### src/rtl/dcr_decode.sv
// dcr_decode -- pipeline ID stage.
//   Decodes the IF/ID instruction and reads the 32-entry register file. WB writes
//   are forwarded to the read ports in the same cycle. The stage detects load-use
//   hazards, which stall fetch and insert a bubble, and it resolves J and JR.
//   The decoded bundle is registered into the ID/EX register.
// Ports:
//   clk, rst (async, active high), clken (global enable)
//   InstructionInID / PCPlusOneInID        : from fetch IF/ID register
//   FlushInID                              : squash the instruction in ID
//   RegWriteInWB / WriteRegInWB / WriteDataInWB : WB write port
//   StallOutIF, JumpOutIF/JumpTargetOutIF, RegJumpOutIF/RegTargetOutIF : to fetch
//   *OutEX                                 : registered ID/EX bundle
module dcr_decode #(
  parameter int DATA_W = 32,
  parameter int ADDR_W = 8,
  parameter int NREG   = 32
) (
  input  logic              clk,
  input  logic              rst,
  input  logic              clken,
  input  logic [31:0]       InstructionInID,
  input  logic [ADDR_W-1:0] PCPlusOneInID,
  input  logic              FlushInID,
  input  logic              RegWriteInWB,
  input  logic [4:0]        WriteRegInWB,
  input  logic [DATA_W-1:0] WriteDataInWB,
  output logic              StallOutIF,
  output logic              JumpOutIF,
  output logic [ADDR_W-1:0] JumpTargetOutIF,
  output logic              RegJumpOutIF,
  output logic [ADDR_W-1:0] RegTargetOutIF,
  output logic [DATA_W-1:0] ReadData1OutEX,
  output logic [DATA_W-1:0] ReadData2OutEX,
  output logic [DATA_W-1:0] ImmOutEX,
  output logic [4:0]        RsOutEX,
  output logic [4:0]        RtOutEX,
  output logic [4:0]        RdOutEX,
  output logic [5:0]        FunctOutEX,
  output logic [ADDR_W-1:0] PCPlusOneOutEX,
  output logic              RegWriteOutEX,
  output logic              MemReadOutEX,
  output logic              MemWriteOutEX,
  output logic              MemToRegOutEX,
  output logic              ALUSrcOutEX,
  output logic              RegDstOutEX,
  output logic              BranchOutEX,
  output logic [1:0]        ALUOpOutEX,
  output logic              IllegalOutEX
);

  localparam logic [5:0] OP_R    = 6'h00;
  localparam logic [5:0] OP_J    = 6'h02;
  localparam logic [5:0] OP_BEQ  = 6'h04;
  localparam logic [5:0] OP_ADDI = 6'h08;
  localparam logic [5:0] OP_LW   = 6'h23;
  localparam logic [5:0] OP_SW   = 6'h2B;
  localparam logic [5:0] FN_JR   = 6'h08;

  typedef struct packed {
    logic       reg_write;
    logic       mem_read;
    logic       mem_write;
    logic       mem_to_reg;
    logic       alu_src;
    logic       reg_dst;
    logic       branch;
    logic [1:0] alu_op;
    logic       illegal;
  } ctl_t;

  typedef struct packed {
    ctl_t              ctl;
    logic [DATA_W-1:0] rd1;
    logic [DATA_W-1:0] rd2;
    logic [DATA_W-1:0] imm;
    logic [4:0]        rs;
    logic [4:0]        rt;
    logic [4:0]        rd;
    logic [5:0]        funct;
    logic [ADDR_W-1:0] pc1;
  } idex_t;

  logic [DATA_W-1:0] r_regs [NREG];
  idex_t             r_idex;

  logic [5:0]        w_op, w_funct;
  logic [4:0]        w_rs, w_rt, w_rd;
  logic [DATA_W-1:0] w_rd1, w_rd2, w_imm;
  logic              w_wb_vld, w_is_jr, w_rt_used, w_haz, w_bubble;
  ctl_t              w_ctl;
  idex_t             w_next;

  assign w_op    = InstructionInID[31:26];
  assign w_rs    = InstructionInID[25:21];
  assign w_rt    = InstructionInID[20:16];
  assign w_rd    = InstructionInID[15:11];
  assign w_funct = InstructionInID[5:0];
  assign w_imm   = {{(DATA_W-16){InstructionInID[15]}}, InstructionInID[15:0]};

  // Register file. r0 is never written and always reads as zero.
  always_ff @(posedge clk or posedge rst) begin
    if (rst) begin
      for (int i = 0; i < NREG; i++) r_regs[i] <= '0;
    end else if (clken && RegWriteInWB && WriteRegInWB != 5'd0) begin
      r_regs[WriteRegInWB] <= WriteDataInWB;
    end
  end

  // Write-through: the WB value is visible to the reader in the same cycle.
  assign w_wb_vld = RegWriteInWB && (WriteRegInWB != 5'd0);
  assign w_rd1 = (w_rs == 5'd0) ? '0 :
                 (w_wb_vld && WriteRegInWB == w_rs) ? WriteDataInWB : r_regs[w_rs];
  assign w_rd2 = (w_rt == 5'd0) ? '0 :
                 (w_wb_vld && WriteRegInWB == w_rt) ? WriteDataInWB : r_regs[w_rt];

  assign w_is_jr = (w_op == OP_R) && (w_funct == FN_JR);

  always_comb begin
    w_ctl = '0;
    case (w_op)
      OP_R: begin
        w_ctl.reg_write = ~w_is_jr;
        w_ctl.reg_dst   = 1'b1;
        w_ctl.alu_op    = 2'b10;
      end
      OP_LW: begin
        w_ctl.reg_write  = 1'b1;
        w_ctl.mem_read   = 1'b1;
        w_ctl.mem_to_reg = 1'b1;
        w_ctl.alu_src    = 1'b1;
      end
      OP_SW: begin
        w_ctl.mem_write = 1'b1;
        w_ctl.alu_src   = 1'b1;
      end
      OP_BEQ: begin
        w_ctl.branch = 1'b1;
        w_ctl.alu_op = 2'b01;
      end
      OP_ADDI: begin
        w_ctl.reg_write = 1'b1;
        w_ctl.alu_src   = 1'b1;
      end
      OP_J: ;
      default: w_ctl.illegal = 1'b1;
    endcase
  end

  // rt is a true source operand only for R-type, SW and BEQ. For ADDI and LW
  // it is a destination, so a match there must not stall.
  assign w_rt_used = (w_op == OP_R) || (w_op == OP_SW) || (w_op == OP_BEQ);
  assign w_haz = r_idex.ctl.mem_read && (r_idex.rt != 5'd0) &&
                 ((r_idex.rt == w_rs) || ((r_idex.rt == w_rt) && w_rt_used));

  assign StallOutIF      = w_haz & ~FlushInID;
  assign JumpOutIF       = (w_op == OP_J) & ~StallOutIF & ~FlushInID;
  assign JumpTargetOutIF = InstructionInID[ADDR_W-1:0];
  assign RegJumpOutIF    = w_is_jr & ~StallOutIF & ~FlushInID;
  assign RegTargetOutIF  = w_rd1[ADDR_W-1:0];

  always_comb begin
    w_next.ctl   = w_ctl;
    w_next.rd1   = w_rd1;
    w_next.rd2   = w_rd2;
    w_next.imm   = w_imm;
    w_next.rs    = w_rs;
    w_next.rt    = w_rt;
    w_next.rd    = w_rd;
    w_next.funct = w_funct;
    w_next.pc1   = PCPlusOneInID;
  end

  // The bubble is the all-zero bundle. This bundle is also the reset state.
  assign w_bubble = FlushInID | StallOutIF;

  always_ff @(posedge clk or posedge rst) begin
    if (rst)          r_idex <= '0;
    else if (clken)   r_idex <= w_bubble ? '0 : w_next;
  end

  assign ReadData1OutEX = r_idex.rd1;
  assign ReadData2OutEX = r_idex.rd2;
  assign ImmOutEX       = r_idex.imm;
  assign RsOutEX        = r_idex.rs;
  assign RtOutEX        = r_idex.rt;
  assign RdOutEX        = r_idex.rd;
  assign FunctOutEX     = r_idex.funct;
  assign PCPlusOneOutEX = r_idex.pc1;
  assign RegWriteOutEX  = r_idex.ctl.reg_write;
  assign MemReadOutEX   = r_idex.ctl.mem_read;
  assign MemWriteOutEX  = r_idex.ctl.mem_write;
  assign MemToRegOutEX  = r_idex.ctl.mem_to_reg;
  assign ALUSrcOutEX    = r_idex.ctl.alu_src;
  assign RegDstOutEX    = r_idex.ctl.reg_dst;
  assign BranchOutEX    = r_idex.ctl.branch;
  assign ALUOpOutEX     = r_idex.ctl.alu_op;
  assign IllegalOutEX   = r_idex.ctl.illegal;

endmodule

### config.mk
export PLATFORM = sky130hd
export DESIGN_NAME = dcr_decode
export DESIGN_NICKNAME = d
export VERILOG_FILES = /design/src/rtl/dcr_decode.sv
export SDC_FILE = /design/constraint.sdc
export NUM_CORES = 2
export LEC_CHECK = 0
export CORE_ASPECT_RATIO = 0.75
export CORE_MARGIN = 2
export CORE_UTILIZATION = 56
export CTS_CLUSTER_SIZE = 12
export DETAILED_ROUTE_END_ITERATION = 6
export HOLD_SLACK_MARGIN = 0.1
export PLACE_DENSITY = 0.85
export SETUP_SLACK_MARGIN = 0.3
export SLEW_MARGIN = 10
export SYNTH_ARGS = -nofsm -noshare
export SYNTH_HDL_FRONTEND = slang
export SYNTH_SLANG_ARGS = --single-unit
### constraint.sdc
create_clock -name clk -period 41.4 [get_ports clk]
set_input_delay 8.28 -clock clk [delete_from_list [all_inputs] [get_ports clk]]
set_output_delay 8.28 -clock clk [all_outputs]
set_load 0.01 [all_outputs]
* Word-level counts from Yosys, hierarchy flattened *
Cells that the tools add are included.

cells by class
  $lt $le $gt $ge = 4
  equality and inequality tests = 10
  muxes and demuxes = 22
  bitwise gates (word level) = 12
  reductions and logical operators = 21

operator list
  operator                                                     number
  bitwise mux 1024 bit                                         1
  binary-select mux 32 bit (select 5 bit)                      2
  two-way mux 32 bit                                           9
  demux 32 bit (select 5 bit)                                  1
  two-way mux 135 bit                                          1
  equality test 5 bit                                          4
  >= comparator 6 bit (second input constant)                  3
  NOT 5 -> 6 bit                                               3
  equality test 6 x 4 -> 1 bit (second input constant)         2
  equality test 6 bit (second input constant)                  2
  logical AND 1 bit                                            10
  logical NOT 5 bit                                            2
  nonzero test 5 bit                                           2
  equality test 6 x 2 -> 1 bit (second input constant)         1
  equality test 6 x 3 -> 1 bit (second input constant)         1
  logical NOT 6 bit                                            1
  less-than comparator 6 x 1 -> 1 bit (second input constant)  1
  two-way mux 1 bit                                            6
  OR reduction 6 bit                                           1
  AND 1 bit                                                    5
  one-hot mux 2 bit (2 select lines)                           1
  logical OR 1 bit                                             3
  NOT 1 bit                                                    3
  OR reduction 3 bit                                           1
  other kinds (3)                                              3

storage, ports and cells
  flip-flop bits (word level) = 1,159
  bits of input ports = 82
  output and inout bits = 154
  word-level logic and storage cells = 118

* Depth between registers and ports, before layout *
  depth in word-level cells = 10
  depth in mapped cells = 11
  mapped depth without buffers = 6

* Worst setup path after synthesis *
Ideal clock, no wire load.

  path kind = in2out
  from = input InstructionInID[21]
  to = output RegTargetOutIF[1]
  arrival = 9,884 ps
  required time = 33,120 ps
  path slack = 23,236 ps
  stages = 10
  path buffers = 4
  path through = buf_4 -> buf_4 -> buf_4 -> buf_4 -> mux2i_1 -> a221oi_1 -> a22oi_1 -> o22ai_1 -> o22ai_1 -> nor2_1

between the ends
  word-level cells in the longest chain between the ends = 6
  elaborated cells between the ends (all ways) = 9
  classes of those cells = eq/ne (1); mux (5); bitwise (1); reduce/logical (2)

ends and longest elaborated chain
  item                                                    RTL line  source
  start, declared                                         21        input logic [31:0] InstructionInID,
  NOT 5 -> 6 bit (implied by the code)                    112       (w_wb_vld && WriteRegInWB == w_rs) ? WriteDataInWB : r_regs[w_rs];
  binary-select mux 32 bit (select 5 bit)                 112
  two-way mux 32 bit (implied by the code) (2 in series)  112
  two-way mux 32 bit                                      112
  two-way mux 32 bit (*)                                  111       assign w_rd1 = (w_rs == 5'd0) ? '0 :
  end, declared                                           31        output logic [ADDR_W-1:0] RegTargetOutIF,

Every way passes the cells marked *; elsewhere a longest branch is shown, timed or not. The select of a mux whose other input is x is not followed.

* Worst setup path in the final report *
  from = input InstructionInID[21]
  to = output RegTargetOutIF[0]

The elaborated chain is that of the path after synthesis.

==> flow_summary.toml <==
[worst_setup_path]
crit_required_ps = 33120
path_delay_family = "buffers and inverters"
worst-r2r-cell-count = 7
worst_r2r_startpoint = "RtOutEX[1]"
reg2reg_slack_ps = 38340
start_kind = "input port"
path_cells = "clkbuf_8 -> buf_4 -> mux4_2 -> mux2_2 -> nand2_1 -> o21ai_0 -> a211oi_1 -> nor3_1 -> clkdlybuf4s50_1"
r2r_end = "ReadData2OutEX[11]"
crit_path_end_kind = "output pin"
cp_slowest_cell = "buf_4"
worstPathMaxFanout = 80
path_buf_inv = 3
cp_data_arrival_time_ps = 12220
cpPeakStageDelay_ps = 820
crit_start = "InstructionInID[21]"
critPathKind = "in2out"

[pwr]
intPower_mw = 1.998
peakVddDrop_v = 0.00003276
powerDensity_nw_per_um2 = 42.45
p_comb_frac = 0.171
p_leak_nw = 29.03
pwr-share-seq = 0.493
pwr-share-clk = 0.336
switching_share = 0.2733
p_switching_uw = 751.5

[routing]
drt_pass1_iterations = 7
post-route-drc-count = 0
wl_per_cell_um = 32.39
antenna_left = 0
route.vias.total = 41210
totalWireLength_um = 183000
vias_per_cell = 7.294
first_iter_violations = 5759

[final_layout]
fin_nets = 4284
drive_gt1_frac = 0.3812
fill_cells = 7422
areaGrowthSynthToFinish_pct = 10.27
seqCellArea_um2 = 28280
multiInputGateArea_um2 = 28390
instances_no_fill = 5650

[sta]
maxSlewViolCount = 0
tightest_slew_ps = 1428
finalCritPeriodShare = 0.4951
finalClockSkew_ps = 29.51
rsz0062_at_grt = "no"
maxSlewHeadroom = 0.04597
hold_violations = 0
fmaxAchievable_mhz = 48.79
fin_crit_ps = 20500
final.setup.tns_ps = 0
setup_viol = 0

[floorplanning]
ios = 236
initial_core_util = 0.5669
die_w_um = 378.0
dieHeight_um = 284.5
rows = 102
core_area_um2 = 103600
die_area_um2 = 107500

[synth]
ys_seq_area_frac = 0.4813
ys_warn_count = 0
syn_inst = 4255
syn-num-nets = 4337
ys.flop_type = "dfrtp_1"
ys_async_sr_fraction = 1.000
ys_types = 61
synth_area_per_cell_um2 = 13.81
synth_edf_count = 0
synth-seq-cells = 1130
syn_area_um2 = 58750

[clock_network]
post_cts_buffers = 0
clock_latency_ps = 740
cts.sinks = 1130
cts_max_level = 3
clkTransAtPathRegs_ps = 60
cts-resized-gates = 0
cts_tree = "done"
clockBufferDepth = 3
cts_buffers = 108
cts.hold.buffers_added = 0
cts_root_buffer = "clkbuf_16"

[placed_design]
place_congestion = 0.9131
dpl.cell_count = 5496
portBuffers = 235
hpwlAfterDp_um = 104800

[min_path]
hold_end = "r_regs[995]"
holdCritStartpoint = "r_regs[995]"
hp-class = "reg2reg"
whs_path_depth = 0

[global_route]
grt_max_degree = 180
track_usage = 0.3394
grt_overflow = 0
grt_pass1_wl_um = 272900
grt_pass1_vias = 41210
antenna_found_initial = 3

[outcome]
status = "complete, no violations"

[job]
maxCapViolCount = 0
==> worst reg2reg max path, delay by kind of cell (launching register included) <==
kind / cells / cell delay [ps]
AOI/OAI and AO/OA: 4 / 1080
buffers and inverters: 1 / 690
DFF: 1 / 450
and+or+nand+nor: 2 / 760
==> flip-flops by register name, summed over array words and instances, names as in the netlist <==
signal / count
RegWriteOutEX: 1
ImmOutEX: 16
MemWriteOutEX: 1
BranchOutEX: 1
r_regs: 1024
RtOutEX: 5
IllegalOutEX: 1
MemReadOutEX: 1
ReadData1OutEX: 32
RsOutEX: 5
PCPlusOneOutEX: 8
ReadData2OutEX: 32
ALUSrcOutEX: 1
RegDstOutEX: 1
ALUOpOutEX: 1
==> cell type report <==
type / count / area share
multi-input cells: 2594 / 0.4382
diodes: 2 / 0.00007726
well taps: 1404 / 0.02712
clock inverters: 7 / 0.001565
inverters: 37 / 0.002279
flip-flops and latches: 1130 / 0.4365
repair buffers: 331 / 0.04811
clock buffers: 145 / 0.04607
==> power groups by stage <==
stage	registers (mW)	logic, mW	clock network, mW
after floorplan	1.33	0.344	0
final	1.36	0.469	0.925
after detailed placement	1.37	0.461	0
after global placement	1.36	0.445	0
after global routing	1.37	0.498	0.974
after CTS	1.35	0.465	0.928
==> through the flow <==
step                      cell area (um2)  utilization  power, mW  hold WS, ps  setup slack (ps)
final                               64780       0.6251      2.750        398.6             20900
after global routing                64780       0.6251      2.840        413.1             20730
after detailed placement            61690       0.5953      1.827        383.0             20940
after global placement              61690       0.5953      1.803        381.3             20990
after floorplan                     58750            -      1.677        441.3              1298
after CTS                           64770       0.6250      2.741        398.6             20940
==> Yosys cell counts (3+ instances only) <==
cell,instances,area [um2]
a211oi_1,36,270.3
a21oi_1,13,65.06
a221o_1,4,40.04
a221oi_1,7,61.31
a22oi_1,167,1254
and2_1,5,31.28
and3_1,26,162.7
and4_1,3,26.28
and4b_1,4,40.04
buf_1,68,255.2
buf_2,92,460.4
buf_4,47,352.8
clkbuf_1,286,1074
dfrtp_1,1130,28280
inv_1,36,135.1
mux2_2,1010,11370
mux2i_1,355,3553
mux4_2,328,7387
nand2_1,94,352.8
nand2b_1,10,62.56
nand3_1,35,175.2
nand3b_1,5,37.54
nand4_1,41,256.5
nand4b_1,4,35.03
nor2_1,37,138.9
nor2b_1,21,131.4
nor3_1,12,60.06
nor3b_1,6,45.04
nor4_1,28,175.2
nor4b_2,3,45.04
o21ai_0,29,145.1
o21ai_1,6,30.03
o22a_1,5,43.79
o22ai_1,178,1114
o2bb2ai_1,67,586.8
o32ai_1,6,52.55
or3_1,6,37.54
xnor2_1,13,113.9
xor2_1,7,61.31
==> layout by cell type, fill, tap and decap left out, types with 6 or more instances in the layout <==
cell type        Yosys  layout
dfrtp_1           1130    1130
mux2_2            1010    1010
mux2i_1            355     355
mux4_2             328     328
clkdlybuf4s50_1      0     228
o22ai_1            178     178
a22oi_1            167     167
clkbuf_16            0     110
buf_4               47      94
nand2_1             94      80
o2bb2ai_1           67      67
nand4_1             41      41
a211oi_1            36      36
inv_1               36      35
nand3_1             35      34
o21ai_0             29      29
nor4_1              28      28
and3_1              26      26
clkbuf_1           286      25
nor2_1              37      22
nor2b_1             21      18
nor2_4               0      15
nand2_2              0      14
xnor2_1             13      13
a21oi_1             13      13
nor3_1              12      11
clkbuf_8             0      11
nand2b_1            10       7
xor2_1               7       7
a221oi_1             7       7
or3_1                6       6
o32ai_1              6       6
o21ai_1              6       6
==> routing by layer <==
layer / share of wire / vias up / global-route usage
li1: - / 16080 / -
met1: 0.38 / 21560 / 0.4706
met4: 0.044 / 0 / 0.1457
met2: 0.44 / 3032 / 0.4901
met3: 0.13 / 538 / 0.1124
met5: 0 / - / 0.002695
==> how the worst max path moves through the flow <==
stage / end / slack [ps] / cells after the start
global placement: RegTargetOutIF[0] / 20990 / 9
CTS: RegTargetOutIF[0] / 20940 / 9
detailed placement: RegTargetOutIF[0] / 20940 / 9
global route: RegTargetOutIF[0] / 20730 / 9
finish: RegTargetOutIF[0] / 20900 / 9
floorplan: ALUOpOutEX[0] / 1300 / 1
==> logic make-up (layout without fill, tap and decap cells) <==
| kind of cell | count (synthesis) | after routing | synth area share |
|---|---|---|---|
| mux | 1694 | 1694 | 0.3800 |
| flops | 1130 | 1130 | 0.4813 |
| buf+inv | 531 | 520 | 0.03902 |
| compound gates | 530 | 530 | 0.06407 |
| simple gates | 350 | 350 | 0.03257 |
| xor+xnor | 20 | 20 | 0.002982 |
| other cells | 0 | 2 | 0 |
Power figures use the tool's default switching activity.
